### config.mk
export PLATFORM = sky130hd
export DESIGN_NAME = alu_mc_flat
export DESIGN_NICKNAME = d
export VERILOG_FILES = /design/src/rtl/alu_pkg.sv /design/src/rtl/alu_mc_if.sv /design/src/rtl/alu_iter.sv /design/src/rtl/alu_mc.sv /design/src/flat_wrapper.sv
export SDC_FILE = /design/constraint.sdc
export NUM_CORES = 1
export LEC_CHECK = 0
export CAP_MARGIN = 5
export CORE_MARGIN = 3
export CORE_UTILIZATION = 40
export CTS_CLUSTER_DIAMETER = 30
export CTS_CLUSTER_SIZE = 14
export DETAILED_ROUTE_END_ITERATION = 6
export DONT_BUFFER_PORTS = 1
export GPL_TIMING_DRIVEN = 0
export PLACE_DENSITY = 0.63
export SLEW_MARGIN = 30
export SYNTH_ARGS = -nofsm -noshare
export SYNTH_HDL_FRONTEND = slang
export SYNTH_SLANG_ARGS = --single-unit
### constraint.sdc
create_clock -name clk -period 8.4 [get_ports clk]
set_clock_uncertainty 0.1 [all_clocks]
set_input_delay 1.26 -clock clk [delete_from_list [all_inputs] [get_ports clk]]
set_output_delay 1.26 -clock clk [all_outputs]
set_load 0.02 [all_outputs]
### src/rtl/alu_pkg.sv
// Shared opcodes, FSM state encoding, iterative-op kinds and flag bit positions for alu_mc.
package alu_pkg;

  localparam logic [3:0] OP_ADD  = 4'h0;
  localparam logic [3:0] OP_SUB  = 4'h1;
  localparam logic [3:0] OP_AND  = 4'h2;
  localparam logic [3:0] OP_ORR  = 4'h3;
  localparam logic [3:0] OP_NOT  = 4'h4;
  localparam logic [3:0] OP_XOR  = 4'h5;
  localparam logic [3:0] OP_LSR  = 4'h6;
  localparam logic [3:0] OP_LSL  = 4'h7;
  localparam logic [3:0] OP_ADC  = 4'h8;
  localparam logic [3:0] OP_SBC  = 4'h9;
  localparam logic [3:0] OP_ASR  = 4'hA;
  localparam logic [3:0] OP_LSRV = 4'hB;
  localparam logic [3:0] OP_LSLV = 4'hC;
  localparam logic [3:0] OP_ROR  = 4'hD;
  localparam logic [3:0] OP_MUL  = 4'hE;
  localparam logic [3:0] OP_PASS = 4'hF;

  typedef enum logic [1:0] {
    ST_IDLE = 2'd0,
    ST_ITER = 2'd1,
    ST_DONE = 2'd2
  } state_e;

  typedef enum logic [2:0] {
    IT_ASR = 3'd0,
    IT_LSR = 3'd1,
    IT_LSL = 3'd2,
    IT_ROR = 3'd3,
    IT_MUL = 3'd4
  } iter_kind_e;

  localparam int unsigned FLAG_N = 0;
  localparam int unsigned FLAG_Z = 1;
  localparam int unsigned FLAG_C = 2;
  localparam int unsigned FLAG_P = 3;
  localparam int unsigned FLAG_W = 4;

endpackage

### src/rtl/alu_mc_if.sv
// Request/response handshake bundle between the control unit (master) and alu_mc (slave).
interface alu_mc_if #(
  parameter int unsigned WIDTH = 16
);

  logic             in_valid;
  logic             in_ready;
  logic [3:0]       op;
  logic [WIDTH-1:0] rs;
  logic [WIDTH-1:0] rt;
  logic             c_in;
  logic             out_valid;
  logic             out_ready;
  logic [WIDTH-1:0] rd;
  logic             fN;
  logic             fZ;
  logic             fC;
  logic             fP;

  modport master (
    output in_valid, op, rs, rt, c_in, out_ready,
    input  in_ready, out_valid, rd, fN, fZ, fC, fP
  );

  modport slave (
    input  in_valid, op, rs, rt, c_in, out_ready,
    output in_ready, out_valid, rd, fN, fZ, fC, fP
  );

endinterface

### src/rtl/alu_iter.sv
// One-bit-per-cycle shift/rotate and shift-add multiply engine driven by alu_mc.
// The multiplier datapath exists only when ALU_MC_MUL_EN is defined.
module alu_iter
  import alu_pkg::*;
#(
  parameter int unsigned WIDTH = 16
) (
  input  logic                       clk,
  input  logic                       rst,
  input  logic                       start_i,
  input  iter_kind_e                 kind_i,
  input  logic [$clog2(WIDTH)-1:0]   n_i,
  input  logic [WIDTH-1:0]           rs_i,
`ifdef ALU_MC_MUL_EN
  input  logic [WIDTH-1:0]           rt_i,
`endif
  output logic                       busy_o,
  output logic                       done_c,
  output logic [WIDTH-1:0]           res_c,
  output logic                       carry_c
);

  localparam int unsigned SHW = $clog2(WIDTH);
  localparam int unsigned CW  = SHW + 1;

  iter_kind_e       kind_q;
  logic [CW-1:0]    cnt_q;
  logic             busy_q;
  logic [WIDTH-1:0] work_q;
  logic [WIDTH-1:0] step_d;
  logic             step_carry;

`ifdef ALU_MC_MUL_EN
  logic [WIDTH-1:0] acc_q;
  logic [WIDTH-1:0] acc_d;
  logic [WIDTH-1:0] mcand_q;
  logic [WIDTH:0]   sum;
`endif

  // One iteration step; the last step's value is handed straight to the result register.
  always_comb begin
    step_d     = work_q;
    step_carry = 1'b0;
`ifdef ALU_MC_MUL_EN
    acc_d = acc_q;
    sum   = '0;
`endif
    case (kind_q)
      IT_ASR: begin
        step_d     = {work_q[WIDTH-1], work_q[WIDTH-1:1]};
        step_carry = work_q[0];
      end
      IT_LSR: begin
        step_d     = {1'b0, work_q[WIDTH-1:1]};
        step_carry = work_q[0];
      end
      IT_LSL: begin
        step_d     = {work_q[WIDTH-2:0], 1'b0};
        step_carry = work_q[WIDTH-1];
      end
      IT_ROR: begin
        step_d     = {work_q[0], work_q[WIDTH-1:1]};
        step_carry = work_q[0];
      end
`ifdef ALU_MC_MUL_EN
      // {acc, work} is the running product; work starts as the multiplier.
      IT_MUL: begin
        sum        = {1'b0, acc_q} + (work_q[0] ? {1'b0, mcand_q} : (WIDTH+1)'(0));
        acc_d      = sum[WIDTH:1];
        step_d     = {sum[0], work_q[WIDTH-1:1]};
        step_carry = |sum[WIDTH:1];
      end
`endif
      default: begin
        step_d     = work_q;
        step_carry = 1'b0;
      end
    endcase
  end

  assign res_c   = step_d;
  assign carry_c = step_carry;
  assign done_c  = busy_q && (cnt_q == CW'(1));
  assign busy_o  = busy_q;

  always_ff @(posedge clk) begin
    if (rst) begin
      busy_q <= 1'b0;
      cnt_q  <= '0;
      kind_q <= IT_ASR;
    end else if (start_i) begin
      busy_q <= 1'b1;
      kind_q <= kind_i;
`ifdef ALU_MC_MUL_EN
      if (kind_i == IT_MUL) begin
        work_q  <= rt_i;
        mcand_q <= rs_i;
        acc_q   <= '0;
        cnt_q   <= CW'(WIDTH);
      end else begin
        work_q <= rs_i;
        cnt_q  <= CW'(n_i);
      end
`else
      work_q <= rs_i;
      cnt_q  <= CW'(n_i);
`endif
    end else if (busy_q) begin
      work_q <= step_d;
`ifdef ALU_MC_MUL_EN
      acc_q  <= acc_d;
`endif
      cnt_q  <= cnt_q - CW'(1);
      if (done_c) busy_q <= 1'b0;
    end
  end

endmodule

### src/rtl/alu_mc.sv
// Multi-cycle ALU: single-cycle ops computed at accept, shifts/rotates/multiply via alu_iter.
// Define ALU_MC_MUL_EN to enable opcode E as MUL; otherwise E behaves as PASS.
module alu_mc
  import alu_pkg::*;
#(
  parameter int unsigned WIDTH = 16
) (
  input  logic     clk,
  input  logic     rst,
  alu_mc_if.slave  bus
);

  localparam int unsigned SHW = $clog2(WIDTH);

  state_e             state_q;
  logic [WIDTH-1:0]   rd_q;
  logic [FLAG_W-1:0]  flags_q;
  logic               in_ready_q;
  logic               out_valid_q;

  logic [WIDTH:0]     ext;
  logic [WIDTH-1:0]   sc_rd;
  logic               sc_c;
  logic               iter_sel;
  iter_kind_e         iter_kind;
  logic [SHW-1:0]     shamt;
  logic               accept;
  logic               iter_start;
  logic               iter_busy;
  logic               iter_done;
  logic [WIDTH-1:0]   iter_res;
  logic               iter_carry;

  function automatic logic [FLAG_W-1:0] mk_flags(input logic [WIDTH-1:0] r, input logic c);
    logic [FLAG_W-1:0] f;
    f         = '0;
    f[FLAG_N] = r[WIDTH-1];
    f[FLAG_Z] = (r == '0);
    f[FLAG_C] = c;
    f[FLAG_P] = ~r[0];
    return f;
  endfunction

  assign shamt = bus.rt[SHW-1:0];

  // Single-cycle results and iterative-op routing; a zero shift amount completes immediately.
  always_comb begin
    ext       = '0;
    sc_rd     = bus.rs;
    sc_c      = 1'b0;
    iter_sel  = 1'b0;
    iter_kind = IT_ASR;
    case (bus.op)
      OP_ADD: begin
        ext           = {1'b0, bus.rs} + {1'b0, bus.rt};
        {sc_c, sc_rd} = ext;
      end
      OP_SUB: begin
        ext           = {1'b0, bus.rs} - {1'b0, bus.rt};
        {sc_c, sc_rd} = ext;
      end
      OP_AND: sc_rd = bus.rs & bus.rt;
      OP_ORR: sc_rd = bus.rs | bus.rt;
      OP_NOT: sc_rd = ~bus.rs;
      OP_XOR: sc_rd = bus.rs ^ bus.rt;
      OP_LSR: begin
        sc_rd = bus.rs >> 1;
        sc_c  = bus.rs[0];
      end
      OP_LSL: begin
        sc_rd = bus.rs << 1;
        sc_c  = bus.rs[0];
      end
      OP_ADC: begin
        ext           = {1'b0, bus.rs} + {1'b0, bus.rt} + (WIDTH+1)'(bus.c_in);
        {sc_c, sc_rd} = ext;
      end
      OP_SBC: begin
        ext           = {1'b0, bus.rs} - {1'b0, bus.rt} - (WIDTH+1)'(bus.c_in);
        {sc_c, sc_rd} = ext;
      end
      OP_ASR: begin
        iter_sel  = (shamt != '0);
        iter_kind = IT_ASR;
      end
      OP_LSRV: begin
        iter_sel  = (shamt != '0);
        iter_kind = IT_LSR;
      end
      OP_LSLV: begin
        iter_sel  = (shamt != '0);
        iter_kind = IT_LSL;
      end
      OP_ROR: begin
        iter_sel  = (shamt != '0);
        iter_kind = IT_ROR;
      end
`ifdef ALU_MC_MUL_EN
      OP_MUL: begin
        iter_sel  = 1'b1;
        iter_kind = IT_MUL;
      end
`endif
      default: sc_rd = bus.rs;
    endcase
  end

  assign accept     = bus.in_valid && in_ready_q;
  assign iter_start = (state_q == ST_IDLE) && accept && iter_sel;

  alu_iter #(
    .WIDTH (WIDTH)
  ) u_iter (
    .clk     (clk),
    .rst     (rst),
    .start_i (iter_start),
    .kind_i  (iter_kind),
    .n_i     (shamt),
    .rs_i    (bus.rs),
`ifdef ALU_MC_MUL_EN
    .rt_i    (bus.rt),
`endif
    .busy_o  (iter_busy),
    .done_c  (iter_done),
    .res_c   (iter_res),
    .carry_c (iter_carry)
  );

  // Control FSM; result and flags load only on the cycle that raises out_valid.
  always_ff @(posedge clk) begin
    if (rst) begin
      state_q     <= ST_IDLE;
      rd_q        <= '0;
      flags_q     <= '0;
      in_ready_q  <= 1'b1;
      out_valid_q <= 1'b0;
    end else begin
      case (state_q)
        ST_IDLE: begin
          if (accept) begin
            in_ready_q <= 1'b0;
            if (iter_sel) begin
              state_q <= ST_ITER;
            end else begin
              state_q     <= ST_DONE;
              out_valid_q <= 1'b1;
              rd_q        <= sc_rd;
              flags_q     <= mk_flags(sc_rd, sc_c);
            end
          end
        end
        ST_ITER: begin
          if (iter_busy && iter_done) begin
            state_q     <= ST_DONE;
            out_valid_q <= 1'b1;
            rd_q        <= iter_res;
            flags_q     <= mk_flags(iter_res, iter_carry);
          end
        end
        ST_DONE: begin
          if (bus.out_ready) begin
            state_q     <= ST_IDLE;
            out_valid_q <= 1'b0;
            in_ready_q  <= 1'b1;
          end
        end
        default: begin
          state_q     <= ST_IDLE;
          out_valid_q <= 1'b0;
          in_ready_q  <= 1'b1;
        end
      endcase
    end
  end

  assign bus.in_ready  = in_ready_q;
  assign bus.out_valid = out_valid_q;
  assign bus.rd        = rd_q;
  assign bus.fN        = flags_q[FLAG_N];
  assign bus.fZ        = flags_q[FLAG_Z];
  assign bus.fC        = flags_q[FLAG_C];
  assign bus.fP        = flags_q[FLAG_P];

endmodule

### src/flat_wrapper.sv
// flat-port wrapper written by rule: the top's interface ports become plain ports
module alu_mc_flat import alu_pkg::*;
#(
  parameter int unsigned WIDTH = 16
)
  (clk, rst, bus_in_valid, bus_op, bus_rs, bus_rt, bus_c_in, bus_out_ready, bus_in_ready, bus_out_valid, bus_rd, bus_fN, bus_fZ, bus_fC, bus_fP);
  alu_mc_if #(.WIDTH(WIDTH)) bus_i ();
  input  logic clk;
  input  logic rst;
  input wire logic [$bits(bus_i.in_valid)-1:0] bus_in_valid;
  input wire logic [$bits(bus_i.op)-1:0] bus_op;
  input wire logic [$bits(bus_i.rs)-1:0] bus_rs;
  input wire logic [$bits(bus_i.rt)-1:0] bus_rt;
  input wire logic [$bits(bus_i.c_in)-1:0] bus_c_in;
  input wire logic [$bits(bus_i.out_ready)-1:0] bus_out_ready;
  output wire logic [$bits(bus_i.in_ready)-1:0] bus_in_ready;
  output wire logic [$bits(bus_i.out_valid)-1:0] bus_out_valid;
  output wire logic [$bits(bus_i.rd)-1:0] bus_rd;
  output wire logic [$bits(bus_i.fN)-1:0] bus_fN;
  output wire logic [$bits(bus_i.fZ)-1:0] bus_fZ;
  output wire logic [$bits(bus_i.fC)-1:0] bus_fC;
  output wire logic [$bits(bus_i.fP)-1:0] bus_fP;
  assign bus_i.in_valid = bus_in_valid;
  assign bus_i.op = bus_op;
  assign bus_i.rs = bus_rs;
  assign bus_i.rt = bus_rt;
  assign bus_i.c_in = bus_c_in;
  assign bus_i.out_ready = bus_out_ready;
  assign bus_in_ready = bus_i.in_ready;
  assign bus_out_valid = bus_i.out_valid;
  assign bus_rd = bus_i.rd;
  assign bus_fN = bus_i.fN;
  assign bus_fZ = bus_i.fZ;
  assign bus_fC = bus_i.fC;
  assign bus_fP = bus_i.fP;
  alu_mc #(.WIDTH(WIDTH)) u_core (.clk(clk), .rst(rst), .bus(bus_i));
endmodule
==> flow_summary.ini <==
[run_status]
status = complete, no violations

[route]
routed_wl_um = 23500
vias = 7060
drt_iter0_drc = 892
routedWlPerCell_um = 21.0
ant_nets = 0
drcViolationCount = 0
first_pass_iters = 6
routed_via_density = 6.31

[yosys]
synth.distinct_cells = 94
avgSynthCellArea_um2 = 7.38
netlist_instances = 893
yosysTopAreaCell = ha_1
netlist.area_leader.share = 0.108
ys_seq_area_frac = 0.167
ys_seq_elements = 47
postSynthNetCount = 993
synth-edff-count = 16
yosys_warnings = 0
synthFlopType = dfxtp_1
synthTopCellsByArea = ha_1, dfxtp_1, edfxtp_1, a21oi_1, nor2_1
syn_area_mm2 = 0.00659
synthArstFlopShare = 0

[floorplan]
start_util = 0.412
ios = 63
dieHeight_um = 134
die_w_um = 134
dieArea_mm2 = 0.0181
core_area_mm2 = 0.0160
num_rows = 46

[finish]
area_delta_synth_final_pct = 7.08
fin_util = 0.441
final_nets = 1001
layout-drive-gt1-share = 0.0610
diodes = 0

[clock_network]
cts.htree.levels = 2
clock_latency_ns = 0.29
clk_pin_slew_ns = 0.06
hold_buffers = 0
cts_buffer_depth = 2
post_cts_buffers = 0
clockRootBuffer = clkbuf_16
cts_buffers = 5
cts_num_sinks = 47
cts_tree = yes
cts_resized = 0

[worst_setup_path]
startpoint = bus_rs[0]
r2r_start = u_core.u_iter.cnt_q[0]
arrival_ns = 5.20
required_ns = 8.49
worstSetupPathType = input pin to register
setup.worst_path.end_class = register
crit_fanout = 6
startpoint_type = input pin

[timing]
max_slew.worst_pin.slew_ns = 0.848
max_freq_mhz = 196
fin_crit_ns = 5.11
timing.hold.ws_ns = 0.410
rsz0062_at_grt = no
finalSetupTns_ns = 0
hold_viol_final = 0
max_slew_margin = 0.434
period_share = 0.609
layout_setup_ws_ns = 3.29
slew_viol_final = 0
setup_viol = 0

[run]
maxCapViolCount = 0

[placed_design]
pre_cts_ws_ns = 3.09
place_congestion = 0.946
hpwlAfterDp_um = 18100
place.port_buffers = 0

[power]
power_switching_mw = 0.402
power_mw = 0.956
ir_drop_mv = 0.124
intPower_mw = 0.554
pwr-share-seq = 0.305
p_leak_nw = 2.72
swShare = 0.420
power_frac_clock = 0.233
power_density_mw_per_mm2 = 135
comb_power_share = 0.463

[global_route]
grt_pass1_vias = 6533
grt-ovfl-total = 0
grt.total_usage = 0.251
grt_pass1_wl_um = 36400
grt_antenna_before_repair = 0
grt_max_degree = 15

[hold_path]
hp-start = u_core.u_iter.kind_q[0]
hp-class = register to register
per-stage QoR:
step | cells | area (um2)
after floorplan | 893 | 6590
after global placement | 1109 | 6860
after detailed placement | 1110 | 6900
after CTS | 1118 | 7060
after global routing | 1118 | 7060
final | 1118 | 7060
cell usage in the layout (no fill, tap or decap), types with 5 or more instances in the layout:
master,n
nor2_1,97
a21oi_1,74
nand2_1,65
ha_1,57
inv_1,49
clkbuf_1,48
nor3_1,39
o21ai_0,36
xnor2_1,31
dfxtp_1,31
mux2i_1,23
a211oi_1,23
nand3_1,21
edfxtp_1,16
or3_1,15
nor4_1,14
and3_1,13
xor2_1,12
o22ai_1,11
a221oi_1,11
a21o_1,10
nand2b_1,9
nand4_1,9
nor2b_1,8
o221ai_1,8
a31oi_1,8
o21bai_1,7
a22oi_1,6
o211ai_1,6
o31ai_1,6
buf_1,5
buf_2,5
o21a_1,5
nand3b_1,5
a2111oi_0,5
o21ai_1,5
o2111ai_1,5
clkbuf_16,5
flip-flops by register name, indices dropped and copies added (netlist names):
signal / cells
u_core.bus.in_ready: 1
u_core.bus.rd: 15
u_core.u_iter.work_q: 16
u_core.flags_q: 4
u_core.state_q: 2
u_core.u_iter.busy_o: 1
u_core.bus.out_valid: 1
u_core.u_iter.cnt_q: 5
u_core.u_iter.kind_q: 2
area by class of cell:
| class | count | area, um2 |
|---|---|---|
| buffer | 62 | 262 |
| clock buffer | 5 | 125 |
| clock inverter | 3 | 38.8 |
| fill | 1718 | 8940 |
| inverter | 54 | 203 |
| multi-input combinational | 730 | 5050 |
| sequential | 47 | 1100 |
| tap | 216 | 270 |
| timing repair buffer | 1 | 7.51 |
critical path: stages:
cell	delay, ns
inv_1	0.05
ha_1	0.21
fa_1	0.47
o21bai_1	0.27
nand2_1	0.21
a211oi_1	0.59
o211ai_1	0.22
a2111oi_0	0.52
a211oi_1	0.17
or4b_1	0.52
xor2_1	0.18
o211ai_2	0.21
o21ai_1	0.11
a31o_1	0.20
synthesized netlist by cell type, drive strengths merged (10+ instances only):
cell type   n
a211oi     27
a21o       10
a21oi      76
a221oi     12
and3       13
buf        14
clkbuf     48
dfxtp      31
edfxtp     16
ha         57
inv        53
mux2i      23
nand2      65
nand3      21
nand4      10
nor2       97
nor3       43
nor4       16
o21ai      41
o22ai      11
or3        15
xnor2      31
xor2       12
path summary, 6_finish.rpt:
path                                           endpoint  slack, ns  cells past startpoint
worst max-delay path                  u_core.flags_q[1]       3.29                     14
worst max register to register        u_core.flags_q[1]       5.19                     11
worst min register to register  u_core.u_iter.kind_q[0]       0.41                      2
worst min-delay path            u_core.u_iter.kind_q[0]       0.41                      2
per-layer routing:
layer / vias up / global-route usage / wire length [um]
li1: 3330 / - / -
met1: 3279 / 0.350 / 10000
met2: 392 / 0.402 / 10600
met3: 59 / 0.0334 / 2270
met4: 0 / 0.0792 / 599
met5: - / 0 / 0
cells by family after synthesis:
| group | after synthesis | share of synthesized area |
|---|---|---|
| xor gates and xnor gates | 43 | 0.0571 |
| adders and majority gates | 59 | 0.114 |
| AOI/OAI and AO/OA | 273 | 0.291 |
| buffers and inverters | 116 | 0.0704 |
| and+or+nand+nor | 331 | 0.263 |
| DFF | 47 | 0.167 |
| muxes | 24 | 0.0366 |
power groups by stage:
stage / Clock [mW] / Sequential, mW / Combinational [mW]
2_1_floorplan: 0 / 0.292 / 0.329
3_3_place_gp: 0 / 0.296 / 0.426
3_5_place_dp: 0 / 0.297 / 0.429
4_1_cts: 0.225 / 0.292 / 0.431
5_1_grt: 0.232 / 0.294 / 0.483
6_report: 0.222 / 0.291 / 0.442
Power figures use the tool's default switching activity.
